**src/rtl/mem_stage_lsu.sv**
```systemverilog
// Memory-stage load/store unit: formats loads/stores, drives a req/gnt/rvalid
// data port, stalls upstream while an access is outstanding, registers the writeback bundle.
module mem_stage_lsu #(
    parameter int unsigned RESP_TIMEOUT = 255
) (
    input  logic        clk,
    input  logic        reset,
    input  logic        in_valid,
    input  logic        in_mem_read,
    input  logic        in_mem_write,
    input  logic [2:0]  in_funct3,
    input  logic [31:0] in_alu_result,
    input  logic [31:0] in_wdata,
    input  logic [4:0]  in_rd,
    input  logic        in_reg_write,
    input  logic        in_is_final,
    output logic        stall,
    output logic        dmem_req,
    output logic        dmem_we,
    output logic [31:0] dmem_addr,
    output logic [3:0]  dmem_be,
    output logic [31:0] dmem_wdata,
    input  logic        dmem_gnt,
    input  logic        dmem_rvalid,
    input  logic [31:0] dmem_rdata,
    output logic        out_valid,
    output logic [4:0]  out_rd,
    output logic        out_reg_write,
    output logic [31:0] out_data,
    output logic        out_is_final,
    output logic        fault
);

    localparam int unsigned CNT_W = (RESP_TIMEOUT < 2) ? 1 : $clog2(RESP_TIMEOUT);
    localparam logic [CNT_W-1:0] TMO_LAST = CNT_W'(RESP_TIMEOUT - 1);

    typedef enum logic [1:0] {
        IDLE = 2'd0,
        REQ  = 2'd1,
        RESP = 2'd2
    } state_t;

    state_t           state_r;
    logic [CNT_W-1:0] tmo_cnt_r;
    logic [1:0]       off_s;
    logic             is_mem_s;
    logic             illegal_s;
    logic             legal_s;
    logic             tmo_hit_s;
    logic             req_s;
    logic             stall_s;
    logic             abort_s;

    function automatic logic access_illegal(input logic rd, input logic wr,
                                            input logic [2:0] f3, input logic [1:0] off);
        logic bad;
        bad = 1'b0;
        if (rd && wr) begin
            bad = 1'b1;
        end else if (rd) begin
            case (f3)
                3'b000, 3'b100: bad = 1'b0;
                3'b001, 3'b101: bad = off[0];
                3'b010:         bad = (off != 2'b00);
                default:        bad = 1'b1;
            endcase
        end else if (wr) begin
            case (f3)
                3'b000:  bad = 1'b0;
                3'b001:  bad = off[0];
                3'b010:  bad = (off != 2'b00);
                default: bad = 1'b1;
            endcase
        end else begin
            bad = 1'b0;
        end
        return bad;
    endfunction

    function automatic logic [3:0] store_be(input logic is_store, input logic [2:0] f3,
                                            input logic [1:0] off);
        logic [3:0] be;
        if (!is_store) begin
            be = 4'b1111;
        end else begin
            case (f3[1:0])
                2'b00:   be = 4'b0001 << off;
                2'b01:   be = 4'b0011 << off;
                default: be = 4'b1111;
            endcase
        end
        return be;
    endfunction

    function automatic logic [31:0] store_lanes(input logic [2:0] f3, input logic [31:0] data);
        logic [31:0] w;
        case (f3[1:0])
            2'b00:   w = {4{data[7:0]}};
            2'b01:   w = {2{data[15:0]}};
            default: w = data;
        endcase
        return w;
    endfunction

    function automatic logic [31:0] load_format(input logic [2:0] f3, input logic [1:0] off,
                                                input logic [31:0] rdata);
        logic [31:0] sh;
        logic [31:0] r;
        sh = rdata >> {off, 3'b000};
        case (f3)
            3'b000:  r = {{24{sh[7]}}, sh[7:0]};
            3'b100:  r = {24'h00_0000, sh[7:0]};
            3'b001:  r = {{16{sh[15]}}, sh[15:0]};
            3'b101:  r = {16'h0000, sh[15:0]};
            default: r = rdata;
        endcase
        return r;
    endfunction

    // Access classification, request/stall generation and timeout abort detection.
    always_comb begin
        off_s     = in_alu_result[1:0];
        is_mem_s  = in_valid && (in_mem_read || in_mem_write);
        illegal_s = is_mem_s && access_illegal(in_mem_read, in_mem_write, in_funct3, off_s);
        legal_s   = is_mem_s && !illegal_s;
        tmo_hit_s = (tmo_cnt_r == TMO_LAST);
        req_s     = 1'b0;
        stall_s   = 1'b0;
        abort_s   = 1'b0;
        case (state_r)
            IDLE: begin
                req_s   = legal_s;
                stall_s = legal_s && (in_mem_read || !dmem_gnt);
            end
            REQ: begin
                req_s = 1'b1;
                if (dmem_gnt) begin
                    stall_s = in_mem_read;
                end else begin
                    stall_s = !tmo_hit_s;
                    abort_s = tmo_hit_s;
                end
            end
            RESP: begin
                if (dmem_rvalid) begin
                    stall_s = 1'b0;
                end else begin
                    stall_s = !tmo_hit_s;
                    abort_s = tmo_hit_s;
                end
            end
            default: begin
                req_s   = 1'b0;
                stall_s = 1'b0;
                abort_s = 1'b0;
            end
        endcase
    end

    // Reset overrides the combinational handshake so nothing leaks while it is held.
    assign stall      = stall_s && !reset;
    assign dmem_req   = req_s && !reset;
    assign dmem_we    = in_mem_write;
    assign dmem_addr  = {in_alu_result[31:2], 2'b00};
    assign dmem_be    = store_be(in_mem_write, in_funct3, off_s);
    assign dmem_wdata = store_lanes(in_funct3, in_wdata);

    // Access FSM, timeout counter and the registered writeback bundle.
    always_ff @(posedge clk or posedge reset) begin
        if (reset) begin
            state_r       <= IDLE;
            tmo_cnt_r     <= '0;
            out_valid     <= 1'b0;
            out_rd        <= 5'd0;
            out_reg_write <= 1'b0;
            out_data      <= 32'h0000_0000;
            out_is_final  <= 1'b0;
            fault         <= 1'b0;
        end else begin
            case (state_r)
                IDLE: begin
                    tmo_cnt_r <= '0;
                    if (stall_s) begin
                        state_r <= (in_mem_read && dmem_gnt) ? RESP : REQ;
                    end else begin
                        state_r <= IDLE;
                    end
                end
                REQ: begin
                    if (abort_s) begin
                        state_r   <= IDLE;
                        tmo_cnt_r <= '0;
                    end else if (dmem_gnt) begin
                        state_r   <= in_mem_read ? RESP : IDLE;
                        tmo_cnt_r <= '0;
                    end else begin
                        state_r   <= REQ;
                        tmo_cnt_r <= tmo_cnt_r + CNT_W'(1);
                    end
                end
                RESP: begin
                    if (dmem_rvalid || abort_s) begin
                        state_r   <= IDLE;
                        tmo_cnt_r <= '0;
                    end else begin
                        state_r   <= RESP;
                        tmo_cnt_r <= tmo_cnt_r + CNT_W'(1);
                    end
                end
                default: begin
                    state_r   <= IDLE;
                    tmo_cnt_r <= '0;
                end
            endcase

            // A stalled cycle emits a bubble; every completion path carries rd and the final marker.
            if (stall_s) begin
                out_valid     <= 1'b0;
                out_reg_write <= 1'b0;
                fault         <= 1'b0;
            end else begin
                out_rd       <= in_rd;
                out_is_final <= in_is_final;
                if (abort_s) begin
                    out_valid     <= 1'b1;
                    out_reg_write <= 1'b0;
                    out_data      <= in_alu_result;
                    fault         <= 1'b1;
                end else if (state_r == RESP) begin
                    out_valid     <= 1'b1;
                    out_reg_write <= in_reg_write;
                    out_data      <= load_format(in_funct3, off_s, dmem_rdata);
                    fault         <= 1'b0;
                end else if (!in_valid) begin
                    out_valid     <= 1'b0;
                    out_reg_write <= 1'b0;
                    out_data      <= in_alu_result;
                    fault         <= 1'b0;
                end else if (illegal_s || in_mem_write) begin
                    out_valid     <= 1'b1;
                    out_reg_write <= 1'b0;
                    out_data      <= in_alu_result;
                    fault         <= illegal_s;
                end else begin
                    out_valid     <= 1'b1;
                    out_reg_write <= in_reg_write;
                    out_data      <= in_alu_result;
                    fault         <= 1'b0;
                end
            end
        end
    end

endmodule

```
**config.mk**
```make
export PLATFORM = sky130hd
export DESIGN_NAME = mem_stage_lsu
export DESIGN_NICKNAME = d
export VERILOG_FILES = /design/src/rtl/mem_stage_lsu.sv
export SDC_FILE = /design/constraint.sdc
export NUM_CORES = 1
export LEC_CHECK = 0
export CORE_MARGIN = 2
export CORE_UTILIZATION = 42
export DETAILED_ROUTE_END_ITERATION = 12
export GPL_ROUTABILITY_DRIVEN = 1
export GPL_TIMING_DRIVEN = 1
export HOLD_SLACK_MARGIN = 0.12
export PLACE_DENSITY_LB_ADDON = 0.05
export RECOVER_POWER = 25
export REMOVE_ABC_BUFFERS = 1
export SETUP_SLACK_MARGIN = 0.2
export SLEW_MARGIN = 40
export SYNTH_ARGS = -nofsm -noshare
export SYNTH_HDL_FRONTEND = slang
export SYNTH_SLANG_ARGS = --single-unit
```
**constraint.sdc**
```tcl
create_clock -name clk -period 5.7 [get_ports clk]
set_input_delay 1.14 -clock clk [delete_from_list [all_inputs] [get_ports clk]]
set_output_delay 1.14 -clock clk [all_outputs]
set_load 0.01 [all_outputs]
```
==> summary.md, run 1 <==
| Metric | Value |
|---|---|
| Largest family of logic cells by synthesized area | `multiplexers` |
| Pint | `about 0.0012 W` |
| Clock sinks | `51` |
| YS warnings | `0` |
| WS Path Type | `in -> out` |
| Failing checks | `capacitance limit, slew limit` |
| Synthesized instance count | `405` |
| CP startpoint | `in_funct3[0]` |
| Rows | `35` |
| DRC viols | `0` |
| #FFs+latches synth | `a little over 50` |
| Number of global-route vias before repair | `3,693` |
| Cts hold-fix bufs | `0` |
| Vias per Instance | `5.387` |
| Hold slack | `approximately 0.5 ns` |
| Bufs on Longest Clock Path | `2` |
| Post-CTS setup buffer count | `0` |
| Hold Path Class | `reg -> reg` |
| Core Area | `9196 µm²` |
| Htree depth | `2` |
| Most used DFF post-synth | `dfrtp_1` |
| Comb power frac | `between 50 and 60%` |
| Lkg Pwr | `between 2 and 2.5 nW` |
| Final Core Density | `about two thirds` |
| Mux share of post-synthesis cell area | `between 20% and 30%` |
| Layout fillers | `768` |
| Fmax | `roughly 0.2 GHz` |
| Reg power frac | `between 30% and 40%` |
| Setup crit end kind | `primary output` |
| Die Y | `roughly 100 µm` |
| Relative slew slack | `-87.34%` |
| Worst Clk Skew | `slightly below 0.01 ns` |
| Mapped Area | `between 3000 and 4000 µm²` |
| Worst Path Max Fanout | `15` |
| CTS root buf | `clkbuf_8` |
| Library cells used by synthesis | `between 50 and 60` |
| Synth Area in XOR/XNOR | `roughly 1.3%` |
| First-pass GRT wire length | `between 15,000 and 20,000 µm` |
| Largest net degree at the start of global routing | `62` |
| Skew-Pair Late Insertion Delay | `roughly 0.31 ns` |
| Cell Pwr Density | `about 310 nW/µm²` |
| Synth cell count leaders | `mux2_2, dfrtp_1, buf_4, nand2_1, o21ai_0` |
| GP Congestion | `between 0.8 and 0.9` |
| Area leader, netlist | `dfrtp_1` |
| Syn-to-layout area delta | `52.83%` |
| Worst R2R End | `out_data[5]` |
| Layout cells sized above 1 | `15.08%` |
| RSZ-0062 raised after global routing | `false` |
| Inserted Clock Buffers | `5` |
| Most instantiated library cell after synthesis | `mux2_2` |
| Via count | `between 3k and 4k` |
| Adder-cell share of the synthesized area | `1.898%` |
| Setup_tns | `0 ns` |
| Status | `finished, violations left` |
| Multi-input gate area | `between 2000 and 2500 µm²` |
| Worst EP arrival | `about 3.7 ns` |
| Post_cts resized | `0` |
| Sequential cell area | `about 1300 µm²` |
| First DRT Iteration DRCs | `between 150 and 200` |
| Total GRT Usage | `24.46%` |
| R2r worst-path depth | `8` |
| Synth top area cells | `dfrtp_1, mux2_2, buf_4` |
| Routed Wire Length | `around 13,000 µm` |
| Reg-to-Reg Start | `state_r[0]` |
| Initial antenna violation count | `0` |
| PortBufs | `222` |
| Reg-to-reg slack, setup | `roughly 2.7 ns` |
| Pre-CTS setup slack | `0.8711 ns` |
| CTS tree | `built` |
| Sw Ratio | `34.51%` |
| GRT overflow | `0` |
| Initial core utilization | `43.01%` |
| Nature of the critical path startpoint | `input port` |
| Synth Area in Compound Gates | `~18%` |
| Worst slew pin tran | `~2.8 ns` |
| Number of synthesized flops with an enable pin | `0` |
| Post-synthesis sequential area ratio | `around a third` |
| DRT antenna net count | `0` |
| Switching Power | `0.0006453 W` |
| Die ar. | `a little over 10,000 µm²` |
| Simple-Gate Fraction of Synth Area | `between 10% and 20%` |
| Reg clk slew, reported paths | `around 0.1 ns` |
| Final HPWL DP | `a little under 10,000 µm` |
| Antenna diode count | `0` |
| Final setup vio count | `0` |
| Post-layout min period | `around 4.9 ns` |
| Max cap viols | `1` |
| Post-synth ARST share | `100.0%` |
| CP Capture Point | `stall` |
| Crit path setup slack, layout | `between 0.8 and 0.9 ns` |
| Avg Inst Size Synth | `9.766 µm²` |
| Maximum VDD drop | `0.1967 mV` |
| Die Wd | `101.0 µm` |
| DR pass1 iterations | `5` |
| CP required | `roughly 4.6 ns` |
| Fin. Hold Viols | `0` |
| I/O pin total | `225` |
| Layout Nets | `between 600 and 700` |
| WL/cell | `roughly 18 µm` |
| Clk pwr share | `11.5%` |
| Max Slew Vio Count | `52` |
| Synth top area share | `about a third` |
| Post-route clock period utilization | `a little under nine tenths` |
==> layer usage <==
metal | vias up | GRT usage [%] | share of wire (%)
met5 | - | 0 | 0
met4 | 0 | 4.574 | 1.0
met3 | 11 | 4.508 | 5.6
met2 | 113 | 41.82 | 51
met1 | 1797 | 32.52 | 43
li1 | 1785 | - | -
==> worst min path at each step <==
stage	startpoint	to	slack (ns)	depth (start not counted)
floorplan	tmo_cnt_r[0]	tmo_cnt_r[0]	0.49	1
global placement	out_rd[2]	out_rd[2]	0.47	1
detailed placement	out_data[1]	out_data[1]	0.48	1
CTS	out_data[1]	out_data[1]	0.50	1
global route	out_data[7]	out_data[7]	0.52	1
finish	out_data[7]	out_data[7]	0.50	1
==> power by group through the flow <==
stage | Combinational [W] | Clock [W] | Sequential, W
final | 0.00108 | 0.000216 | 0.000579
after floorplan | 0.000450 | 0 | 0.000646
after global placement | 0.00107 | 0 | 0.000579
after CTS | 0.00108 | 0.000222 | 0.000580
after detailed placement | 0.00108 | 0 | 0.000585
after global routing | 0.00115 | 0.000236 | 0.000600
==> flip-flops by register name, indices dropped and copies added (netlist names) <==
name,flops
fault,1
out_data,32
out_is_final,1
out_rd,5
out_reg_write,1
out_valid,1
state_r,2
tmo_cnt_r,8
==> critical path: stages <==
cell             delay (ns)
clkdlybuf4s50_1        0.69
o41ai_1                0.53
o211ai_1               0.24
a211oi_1               0.41
o21bai_4               0.08
nor2_1                 0.10
clkdlybuf4s50_1        0.54
==> per-stage QoR <==
step,area [µm²],instances,power [W]
after CTS,6038,687,0.001885
after detailed placement,5949,679,0.001663
after global placement,5949,679,0.001646
after global routing,6045,688,0.001982
final,6045,688,0.001870
after floorplan,3531,339,0.001096
==> cell usage in the layout, fill, tap and decap left out, types with 6 or more instances in the layout <==
| cell type | netlist | final |
|---|---|---|
| buf_4 | 43 | 7 |
| dfrtp_1 | 51 | 51 |
| clkdlybuf4s50_1 | 0 | 218 |
| a21oi_1 | 6 | 6 |
| nand3_1 | 7 | 7 |
| mux2i_1 | 13 | 13 |
| mux2_4 | 9 | 9 |
| mux2_2 | 56 | 56 |
| a2bb2oi_1 | 17 | 17 |
| a31oi_1 | 6 | 6 |
| ha_1 | 6 | 6 |
| o21ai_0 | 21 | 21 |
| a22oi_1 | 11 | 11 |
| inv_1 | 11 | 10 |
| nor2_1 | 18 | 16 |
| nand2_1 | 32 | 32 |
| o211ai_1 | 9 | 9 |
| nor2b_1 | 9 | 9 |
==> cell type report <==
type                    count  share of cell area, %
well taps                 111                  2.298
repair buffers            230                  37.61
inverters                  11                 0.6831
flip-flops and latches     51                  21.11
clock buffers               5                  1.138
multi-input cells         277                  36.82
clock inverters             3                 0.3312
==> cell families after synthesis <==
logic type | Yosys count
AOI/OAI and AO/OA | 94
and+or+nand+nor | 85
muxes | 84
buffers and inverters | 78
DFF | 51
adders and majority gates | 6
xor gates and xnor gates | 6
other | 1
No activity file was read; power rests on OpenSTA's default activity.
==> run 2: changes to the inputs <==
--- a/config.mk
+++ b/config.mk
@@ -5,8 +5,9 @@
 export SDC_FILE = /design/constraint.sdc
 export NUM_CORES = 1
 export LEC_CHECK = 0
+export ABC_AREA = 1
 export CORE_MARGIN = 2
-export CORE_UTILIZATION = 42
+export CORE_UTILIZATION = 43
 export DETAILED_ROUTE_END_ITERATION = 12
 export GPL_ROUTABILITY_DRIVEN = 1
 export GPL_TIMING_DRIVEN = 1
==> run 2 against run 1 <==
Compared with the run above:
- the flow still finishes with violations (capacitance limit, slew limit)
- synthesized cell count grew 50%
- first-iteration DRC count up 79%
- synthesized area grew 2.2%
- largest cell class unchanged
- routed wire length up 11%
==> summary.md, run 2 <==
| Metric | Value |
|---|---|
| Multi-input gate area | `2136 µm² (was 2226 µm²)` |
| Inserted Clock Buffers | `5 (unchanged)` |
| Layout fillers | `854 (was 768)` |
| Clock sinks | `51 (unchanged)` |
| Die Y | `101.0 µm (about the same)` |
| Sequential cell area | `1276 µm² (unchanged)` |
| Max reg flops | `32 (unchanged)` |
| Worst Path Max Fanout | `10 (was 15)` |
| CP startpoint | `in_alu_result[1] (was in_funct3[0])` |
| R2r worst-path depth | `9 (was 8)` |
| Synthesized instance count | `609 (was 405)` |
| Slowest CP cell | `clkdlybuf4s50_1 (unchanged)` |
| Total GRT Usage | `26.95% (was 24.46%)` |
| GRT overflow | `0 (unchanged)` |
| Reg clk slew, reported paths | `0.10 ns (about the same)` |
| Setup_tns | `0 ns (unchanged)` |
| Mapped Area | `4043 µm² (was 3955 µm²)` |
| Die ar. | `10,190 µm² (was 10,210 µm²)` |
| Cell Pwr Density | `316.7 nW/µm² (was 309.4 nW/µm²)` |
| Commonest cells after routing, fill and taps aside | `nand2_1, clkdlybuf4s50_1, dfrtp_1 (was clkdlybuf4s50_1, mux2_2, dfrtp_1)` |
| Largest stage delay on the critical path | `0.73 ns (was 0.69 ns)` |
| Reg-to-reg slack, setup | `3.51 ns (was 2.66 ns)` |
| PortBufs | `222 (unchanged)` |
| First DRT Iteration DRCs | `325 (was 182)` |
| Htree depth | `2 (unchanged)` |
| CTS tree | `built (unchanged)` |
| Routed Wire Length | `14,060 µm (was 12,640 µm)` |
| Synth top area share | `31.57% (was 32.27%)` |
| Synth cell count leaders | `nand2_1, dfrtp_1, buf_4, o21ai_0, nand3_1 (was mux2_2, dfrtp_1, buf_4, nand2_1, o21ai_0)` |
| Max cap viols | `1 (unchanged)` |
| Crit path setup slack, layout | `1.189 ns (was 0.8283 ns)` |
| Library cells used by synthesis | `36 (was 54)` |
| Instance count on the critical path | `11 (was 7)` |
| Reg with most FFs | `out_data (unchanged)` |
| Via count | `4,599 (was 3,706)` |
| Commonest non-fill, non-tap cell in the layout | `nand2_1 (was clkdlybuf4s50_1)` |
| Post-route clock period utilization | `79.14% (was 85.47%)` |
| Vias per Instance | `5.167 (was 5.387)` |
| Reg-to-Reg Start | `state_r[0] (unchanged)` |
| Setup crit end kind | `primary output (unchanged)` |
| Number of synthesized flops with an enable pin | `0 (unchanged)` |
| Fmax | `0.2217 GHz (was 0.2053 GHz)` |
| Top Registers | `out_data: 32 flops, tmo_cnt_r: 8 flops, out_rd: 5 flops (unchanged)` |
| Pre-CTS setup slack | `1.198 ns (was 0.8711 ns)` |
| Rows | `35 (unchanged)` |
| Max Slew Vio Count | `52 (unchanged)` |
| Worst slew pin tran | `2.853 ns (was 2.810 ns)` |
| Cts hold-fix bufs | `0 (unchanged)` |
| Post-CTS setup buffer count | `0 (unchanged)` |
| #FFs+latches synth | `51 (unchanged)` |
| Status | `finished, violations left (unchanged)` |
| DRT antenna net count | `0 (unchanged)` |
| Post-layout min period | `4.511 ns (was 4.872 ns)` |
| Post-synthesis sequential area ratio | `31.57% (was 32.27%)` |
| Synth top area cells | `dfrtp_1, nand2_1, buf_4 (was dfrtp_1, mux2_2, buf_4)` |
| Most used DFF post-synth | `dfrtp_1 (unchanged)` |
| Initial core utilization | `43.96% (was 43.01%)` |
| Skew-Pair Late Insertion Delay | `0.31 ns (about the same)` |
| Relative slew slack | `-90.22% (was -87.34%)` |
| Core Area | `9196 µm² (unchanged)` |
| Layout Nets | `897 (was 695)` |
| Worst Path Buf+Inv | `2 (unchanged)` |
| RSZ-0062 raised after global routing | `false (unchanged)` |
| Worst Clk Skew | `0.008097 ns (was 0.009893 ns)` |
| Most instantiated library cell after synthesis | `nand2_1 (was mux2_2)` |
| YS warnings | `0 (unchanged)` |
| Area leader, netlist | `dfrtp_1 (unchanged)` |
| Number of global-route vias before repair | `4,415 (was 3,693)` |
| Post-synth ARST share | `100.0% (unchanged)` |
| DR pass1 iterations | `5 (unchanged)` |
| Most frequent CP cell | `nand2_1 (was clkdlybuf4s50_1)` |
| Worst R2R End | `state_r[1] (was out_data[5])` |
| Worst EP arrival | `3.37 ns (was 3.73 ns)` |
| CP Capture Point | `stall (unchanged)` |
| Bufs on Longest Clock Path | `2 (unchanged)` |
| Lkg Pwr | `2.740 nW (was 2.443 nW)` |
| Crit-path cells | `clkdlybuf4s50_1 > nor2_8 > nand2_1 > nand2_1 > nand2_1 > nand2_2 > nand4_4 > nand2_1 > nand2_2 > nor2_1 > clkdlybuf4s50_1 (was clkdlybuf4s50_1 > o41ai_1 > o211ai_1 > a211oi_1 > o21bai_4 > nor2_1 > clkdlybuf4s50_1)` |
| Fin. Hold Viols | `0 (unchanged)` |
| Antenna diode count | `0 (unchanged)` |
| Syn-to-layout area delta | `49.74% (was 52.83%)` |
| Maximum VDD drop | `0.2403 mV (was 0.1967 mV)` |
| Nature of the critical path startpoint | `input port (unchanged)` |
| Hold path start | `out_is_final (was out_data[7])` |
| GP Congestion | `0.8530 (was 0.8698)` |
| Initial antenna violation count | `0 (unchanged)` |
| Family with the most delay on the worst path | `buffers and inverters (was compound AO/OA/AOI/OAI gates)` |
| I/O pin total | `225 (unchanged)` |
| Die Wd | `101.0 µm (about the same)` |
| WS Path Type | `in -> out (unchanged)` |
| First-pass GRT wire length | `22,130 µm (was 19,660 µm)` |
| Layout cells sized above 1 | `5.648% (was 15.08%)` |
| CP required | `4.56 ns (about the same)` |
| WL/cell | `15.80 µm (was 18.37 µm)` |
| Hold Path Class | `reg -> reg (unchanged)` |
| CTS root buf | `clkbuf_8 (unchanged)` |
| Largest net degree at the start of global routing | `52 (was 62)` |
| Final setup vio count | `0 (unchanged)` |
| Post_cts resized | `0 (unchanged)` |
| DRC viols | `0 (unchanged)` |
| Final HPWL DP | `10,540 µm (was 9677 µm)` |
| Avg Inst Size Synth | `6.638 µm² (was 9.766 µm²)` |
| Failing checks | `capacitance limit, slew limit (unchanged)` |
[run 2: cell count changes in the layout (fill, tap and decap cells not counted), sizes merged, moves of 15 or more]
cell / change
nand2: +217
mux2: -70
nand3: +37
inv: +31
o21ai: +25
a21oi: +17
a2bb2oi: -17
nor2: +16
or2: +15
[run 2: cell families (layout without fill, tap and decap cells)]
| group | Yosys count | after routing | synth area share, % |
|---|---|---|---|
| compound gates | 88 | 88 | 12.47 |
| xor+xnor | 4 | 4 | 0.8668 |
| fa+ha+maj | 6 | 6 | 1.857 |
| buf+inv | 108 | 277 | 15.69 |
| flops | 51 | 51 | 31.57 |
| other cells | 1 | 2 | 0.09276 |
| simple gates | 351 | 351 | 37.45 |
[run 2: final cells by class]
class                   instances  share of cell area [%]
repair buffers                228                   37.31
multi-input cells             451                   35.28
flip-flops and latches         51                   21.08
inverters                      41                   2.584
well taps                     111                   2.294
clock buffers                   5                   1.137
clock inverters                 3                  0.3100
[run 2: stage by stage]
stage | hold WS, ns | instances | power, W | util [%] | area, µm²
CTS | 0.4864 | 890 | 0.001932 | 65.86 | 6057
floorplan | 0.4547 | 543 | 0.001085 | - | 3568
global route | 0.5006 | 890 | 0.002061 | 65.82 | 6053
global placement | 0.4531 | 882 | 0.001683 | 64.91 | 5969
detailed placement | 0.4599 | 882 | 0.001706 | 64.91 | 5969
finish | 0.4777 | 890 | 0.001917 | 65.82 | 6053
[run 2: worst min-delay path by stage]
stage	end	slack [ns]	depth (start not counted)
floorplan	tmo_cnt_r[0]	0.45	1
global placement	out_is_final	0.45	2
detailed placement	out_is_final	0.46	2
CTS	out_is_final	0.49	2
global route	out_data[15]	0.50	2
finish	out_is_final	0.48	2
[run 2: power breakdown]
part	internal [W]	total (W)	switching [W]
Combinational	0.000535	0.00110	0.000566
Clock	0.0000870	0.000222	0.000135
Sequential	0.000512	0.000594	0.0000821
Total	0.00113	0.00192	0.000783
[run 2: per-layer routing]
metal | track usage, % | wire length (µm) | up-vias
met1 | 34.68 | 5931 | 2145
li1 | - | - | 2232
met4 | 6.653 | 247 | 0
met5 | 0 | 0 | -
met2 | 47.44 | 6916 | 200
met3 | 4.092 | 967 | 22
[run 2: worst reg2reg max path, stage by stage (launching register included)]
cell and delay (ns):
dfrtp_1 0.42, inv_1 0.09, ha_1 0.21, inv_2 0.08, o22ai_1 0.24, nand4_2 0.21, nand2_2 0.47, o21ai_0 0.18
nand2_1 0.08, o21ai_0 0.08
==> run 3: changes to the inputs <==
--- a/config.mk
+++ b/config.mk
@@ -7,7 +7,7 @@
 export LEC_CHECK = 0
 export ABC_AREA = 1
 export CORE_MARGIN = 2
-export CORE_UTILIZATION = 43
+export CORE_UTILIZATION = 40
 export DETAILED_ROUTE_END_ITERATION = 12
 export GPL_ROUTABILITY_DRIVEN = 1
 export GPL_TIMING_DRIVEN = 1
==> constraint.sdc (replaced) <==
create_clock -name clk -period 4.6 [get_ports clk]
set_input_delay 0.92 -clock clk [delete_from_list [all_inputs] [get_ports clk]]
set_output_delay 0.92 -clock clk [all_outputs]
set_load 0.01 [all_outputs]
==> run 3 against run 2 <==
Compared with the run above:
- the flow still finishes with violations (capacitance limit, slew limit)
- register-to-register slack got worse by 1.1 ns
- flip-flop and latch count is the same
- die area rose by 7.2%
- clock skew down 0.0015 ns
- first-iteration DRC count is 35% lower
- final area increased by 0.93%
- routed wire length is 1.9% lower
- global-route usage is 2.0 points lower
- via count shrank 2.4%
- largest power group unchanged
==> summary.md, run 3 (same netlist as run 2, synthesis figures left out) <==
| Metric | Value |
|---|---|
| Status | `finished, violations left (unchanged)` |
| Failing checks | `capacitance limit, slew limit (unchanged)` |
| Die Wd | `104.5 µm (was 101.0 µm)` |
| Commonest cells after routing, fill and taps aside | `nand2_1, clkdlybuf4s50_1, dfrtp_1 (unchanged)` |
| Comb power frac | `56.1% (was 57.4%)` |
| Reg with most FFs | `out_data (unchanged)` |
| Setup crit end kind | `primary output (unchanged)` |
| Routed Wire Length | `13,800 µm (was 14,060 µm)` |
| Worst Path Max Fanout | `12 (was 10)` |
| Hold slack | `0.4801 ns (was 0.4777 ns)` |
| RSZ-0062 raised after global routing | `false (unchanged)` |
| Top Registers | `out_data: 32 flops, tmo_cnt_r: 8 flops, out_rd: 5 flops (unchanged)` |
| Placed Cells | `904 (was 882)` |
| Post-CTS setup buffer count | `0 (unchanged)` |
| Post_cts resized | `0 (unchanged)` |
| Inserted Clock Buffers | `5 (unchanged)` |
| First-pass GRT wire length | `22,220 µm (was 22,130 µm)` |
| Worst Clk Skew | `0.006606 ns (was 0.008097 ns)` |
| Reg clk slew, reported paths | `0.10 ns (about the same)` |
| Hold worst-path end | `out_is_final (unchanged)` |
| WL/cell | `15.13 µm (was 15.80 µm)` |
| Relative slew slack | `-57.53% (was -90.22%)` |
| Worst slew pin tran | `2.350 ns (was 2.853 ns)` |
| Largest net degree at the start of global routing | `52 (unchanged)` |
| Max reg flops | `32 (unchanged)` |
| Syn-to-layout area delta | `51.13% (was 49.74%)` |
| Antenna diode count | `0 (unchanged)` |
| WS Path Type | `in -> out (unchanged)` |
| Layout Nets | `897 (unchanged)` |
| Reg-to-Reg Start | `state_r[0] (unchanged)` |
| Fin cells | `912 (was 890)` |
| Layout cells sized above 1 | `5.777% (was 5.648%)` |
| CP required | `3.68 ns (was 4.56 ns)` |
| Worst EP arrival | `3.04 ns (was 3.37 ns)` |
| Layout fillers | `921 (was 854)` |
| Fmax | `0.2523 GHz` |
| Max Slew Vio Count | `52 (unchanged)` |
| Final HPWL DP | `10,540 µm (about the same)` |
| Sequential cell area | `1276 µm² (unchanged)` |
| Die ar. | `10,930 µm² (was 10,190 µm²)` |
| Die Y | `104.5 µm (was 101.0 µm)` |
| Reg-to-reg slack, setup | `2.40 ns (was 3.51 ns)` |
| Switching Power | `0.0009660 W (was 0.0007834 W)` |
| Clock sinks | `51 (unchanged)` |
| Rows | `36 (was 35)` |
| CTS tree | `built (unchanged)` |
| Commonest non-fill, non-tap cell in the layout | `nand2_1 (unchanged)` |
| PortBufs | `222 (unchanged)` |
| Bufs on Longest Clock Path | `2 (unchanged)` |
| DR pass1 iterations | `5 (unchanged)` |
| Via count | `4,490 (was 4,599)` |
| Max cap viols | `1 (unchanged)` |
| Total GRT Usage | `24.91% (was 26.95%)` |
| GRT overflow | `0 (unchanged)` |
| First DRT Iteration DRCs | `210 (was 325)` |
| Post-layout min period | `3.963 ns` |
| Vias per Instance | `4.923 (was 5.167)` |
| Htree depth | `2 (unchanged)` |
| DRC viols | `0 (unchanged)` |
| Worst R2R End | `out_data[13] (was state_r[1])` |
| Nature of the critical path startpoint | `input port (unchanged)` |
| Initial core utilization | `41.36% (was 43.96%)` |
| Fin. Hold Viols | `0 (unchanged)` |
| R2r worst-path depth | `11 (was 9)` |
| Reg power frac | `30.2% (was 31.0%)` |
| Maximum VDD drop | `0.3683 mV (was 0.2403 mV)` |
| Skew-Pair Late Insertion Delay | `0.32 ns (was 0.31 ns)` |
| DRT antenna net count | `0 (unchanged)` |
| Hold path start | `out_is_final (unchanged)` |
| Cell Pwr Density | `397.5 nW/µm² (was 316.7 nW/µm²)` |
| Number of global-route vias before repair | `4,342 (was 4,415)` |
| GP Congestion | `0.8818 (was 0.8530)` |
| Clk pwr share | `13.7% (was 11.6%)` |
| Sw Ratio | `39.78% (was 40.86%)` |
| I/O pin total | `225 (unchanged)` |
| Cts hold-fix bufs | `0 (unchanged)` |
| Core Area | `9774 µm² (was 9196 µm²)` |
| Pint | `0.001462 W (was 0.001134 W)` |
| Post-route clock period utilization | `between 80% and 90%` |
| Multi-input gate area | `2136 µm² (unchanged)` |
| Initial antenna violation count | `0 (unchanged)` |
| WHS Path Cells | `2 (unchanged)` |
| CTS root buf | `clkbuf_8 (unchanged)` |
| Setup_tns | `0 ns (unchanged)` |
| Final setup vio count | `0 (unchanged)` |
| Hold Path Class | `reg -> reg (unchanged)` |
| Lkg Pwr | `2.750 nW (was 2.740 nW)` |
-- run 3: cell count changes in the layout (fill, tap and decap cells not counted) --
cell        before  now
buf_4            5    6
bufinv_16        0    1
clkinv_1         1    0
clkinv_2         2    0
clkinvlp_2       0    1
-- run 3: cell type report --
cell class,instances,share of cell area [%]
clock buffer,6,1.188
clock inverter,2,0.6349
inverter,41,2.580
multi-input combinational,451,34.96
sequential,51,20.89
tap,133,2.724
timing repair buffer,228,37.03
-- run 3: worst max path at each step --
| stage | to | slack, ns | cells after the start | start |
|---|---|---|---|---|
| 2_1_floorplan | stall | 1.66 | 10 | in_funct3[1] |
| 5_1_grt | stall | 0.50 | 11 | in_funct3[0] |
| 3_5_place_dp | stall | 0.66 | 11 | in_funct3[0] |
| 6_report | stall | 0.64 | 11 | in_funct3[0] |
| 3_3_place_gp | stall | 0.70 | 12 | in_alu_result[0] |
| 4_1_cts | stall | 0.66 | 11 | in_funct3[0] |
-- run 3: critical path: stages --
cell and delay (ns):
clkdlybuf4s50_1 0.68, nor2_1 0.20, nand2_1 0.07, nand2_1 0.06, nand2_1 0.11, nand2_2 0.11, nand4_4 0.10, nand2_1 0.12
nand2_2 0.06, nor2_1 0.08, clkdlybuf4s50_1 0.54
-- run 3: layer usage --
metal  global-route usage [%]  routed length [µm]  up-vias
met5                        0                   0        -
met4                    7.046                 285        0
met3                    3.681                 781       23
met2                    44.07                6867      169
met1                    31.46                5864     2050
li1                         -                   -     2248
-- run 3: stage by stage --
stage          cell area [µm²]  util, %  setup slack [ns]  power, W
4_1_cts                   6111    62.52            0.6606  0.002445
3_3_place_gp              5997    61.35            0.7044  0.002084
3_5_place_dp              6000    61.38            0.6610  0.002112
6_report                  6110    62.51            0.6370  0.002428
2_1_floorplan             3568        -             1.665  0.001345
5_1_grt                   6110    62.51            0.4975  0.002602
-- run 3: power by group through the flow --
stage | clock network, W | logic (W) | registers [W]
after floorplan | 0 | 0.000525 | 0.000820
after global placement | 0 | 0.00135 | 0.000735
after detailed placement | 0 | 0.00137 | 0.000738
after CTS | 0.000335 | 0.00138 | 0.000733
after global routing | 0.000352 | 0.00150 | 0.000755
final | 0.000333 | 0.00136 | 0.000733
==> RTL change (settings of run 3) <==
The 3 states of `state_t` get a one-hot encoding in 3 bits.
--- a/src/rtl/mem_stage_lsu.sv
+++ b/src/rtl/mem_stage_lsu.sv
@@ -34,10 +34,10 @@
     localparam int unsigned CNT_W = (RESP_TIMEOUT < 2) ? 1 : $clog2(RESP_TIMEOUT);
     localparam logic [CNT_W-1:0] TMO_LAST = CNT_W'(RESP_TIMEOUT - 1);
 
-    typedef enum logic [1:0] {
-        IDLE = 2'd0,
-        REQ  = 2'd1,
-        RESP = 2'd2
+    typedef enum logic [2:0] {
+        IDLE = 3'b001,
+        REQ  = 3'b010,
+        RESP = 3'b100
     } state_t;
 
     state_t           state_r;
Function: no difference found for any inputs over 4 cycles, from zero or initial values and one cycle with reset high; so few cycles prove little.
==> RTL change against run 3 <==
  * The run still ends with capacitance limit, slew limit left
  * Non-clock buffer count rose by 3
  * Routed wire length is 8.3% higher
  * Sequential cell count up 1
  * Setup slack got worse by 0.0021 ns
  * Cell area is 3.9% higher
  * Synthesized area up 6.1%
  * Clock skew barely moved
  * Critical path type unchanged
  * Highest routed layer unchanged
Power is not compared: it rests on default switching activity, and its combinational part moved more than twofold at a synthesized area within 25%.
==> RTL change: results <==
export IMPL_regToRegStartpoint="tmo_cnt_r[0]$_DFF_PP0_"
export IMPL_nNonClkBuffers=231
export IMPL_whs_ns=0.4831
export IMPL_numClockSinks=52
export IMPL_nNetsFinal=963
export IMPL_placed_cells=977
export IMPL_clkCellAreaFrac=0.01814
export IMPL_avgRoutedWirePerCell_um=15.17
export IMPL_numPortBuffers=222
export IMPL_biggestRegsByFlops="out_data x32, tmo_cnt_r x8, out_rd x5"
export IMPL_grt_pass1_wl_um=24320
export IMPL_worst_slew_pin_slew_ns=1.717
export IMPL_multi_input_area_sq_um=2311
export IMPL_place_congestion=0.8955
export IMPL_grt_max_degree=43
export IMPL_arrival_ns=3.05
export IMPL_synth_commonest_cells="nand2_1, nor2_1, nand3_1"
export IMPL_worst_r2r_endpoint="out_data[1]$_DFFE_PP0P_"
export IMPL_seq_share=0.2052
export IMPL_clk_latency_ns=0.32
export IMPL_antennaDiodeCount=0
export IMPL_hp_start="out_data[15]$_DFFE_PP0P_"
export IMPL_crit_end="dmem_wdata[25]"
export IMPL_postCtsSetupBuffers=0
export IMPL_hpwl_um=11180
export IMPL_drv_cap=1
export IMPL_path_max_fanout=28
export IMPL_ys_types=39
export IMPL_place_ws_ns=0.6310
export IMPL_clk_pin_slew_ns=0.11
export IMPL_status="finished, violations left"
export IMPL_ys_top_cells_by_area="dfrtp_1, nand2_1, nand3_1"
export IMPL_final_setup_skew_ns=0.006944
export IMPL_htreeDepth=2
export IMPL_cts_resized=0
export IMPL_finalMaxSlewViolations=33
export IMPL_bufAreaShareNonClock=0.3601
export IMPL_rows=37
export IMPL_fin_area_sq_um=6347
export IMPL_violations="capacitance limit, slew limit"
export IMPL_yosysSeqAreaShare=0.3038
export IMPL_syn_inst=684
export IMPL_dpl_cell_area_sq_um=6236
export IMPL_reg2reg_setup_slack_ns=2.62
export IMPL_final_cells=985
export IMPL_max_stage_delay_ns=0.59
export IMPL_multi_input_gates=517
export IMPL_drive_gt1_frac=0.04829
export IMPL_track_usage=0.2607
export IMPL_crit_path_start="in_funct3[1]"
export IMPL_drt_iter0_drc=194
export IMPL_vias=4928
[RTL change: changes by cell type in the layout (fill, tap and decap cells not counted), sizes merged, moves of 2 or more]
| cell | run 3 | this run |
|---|---|---|
| nor2 | 34 | 93 |
| nand3 | 44 | 82 |
| o21ai | 46 | 14 |
| nand2 | 249 | 268 |
| or2 | 17 | 1 |
| a21oi | 23 | 35 |
| o211ai | 15 | 7 |
| ha | 6 | 2 |
| clkinv | 0 | 3 |
| nand4 | 4 | 2 |
[RTL change: logic make-up (layout without fill, tap and decap cells)]
kind of cell,Yosys count,count (layout),share of synthesized area
adder cells (fa/ha/maj),2,2,0.005835
AND/OR/NAND/NOR,449,449,0.4432
XOR/XNOR,5,5,0.01021
flip-flops,52,52,0.3038
AO/OA/AOI/OAI,59,59,0.07791
buffers and inverters,116,280,0.1582
other,1,2,0.0008746
[RTL change: critical path, delay by kind of cell]
kind / cells / cell delay, ns
buffers and inverters: 4 / 1.65
and+or+nand+nor: 2 / 0.31
AOI/OAI and AO/OA: 1 / 0.15
[RTL change: metal layers]
| metal | GRT usage | wire (um) | vias up | share of wire |
|---|---|---|---|---|
| met5 | 0 | 0 | - | 0 |
| met4 | 0.05769 | 212 | 0 | 0.014 |
| met3 | 0.06598 | 1257 | 20 | 0.084 |
| met2 | 0.4326 | 7085 | 222 | 0.47 |
| met1 | 0.3420 | 6386 | 2246 | 0.43 |
| li1 | - | - | 2440 | - |
[RTL change: where the power goes]
part	internal, mW	switching (mW)
Combinational	0.274	0.241
Clock	0.166	0.179
Sequential	0.497	0.0225
Total	0.937	0.443
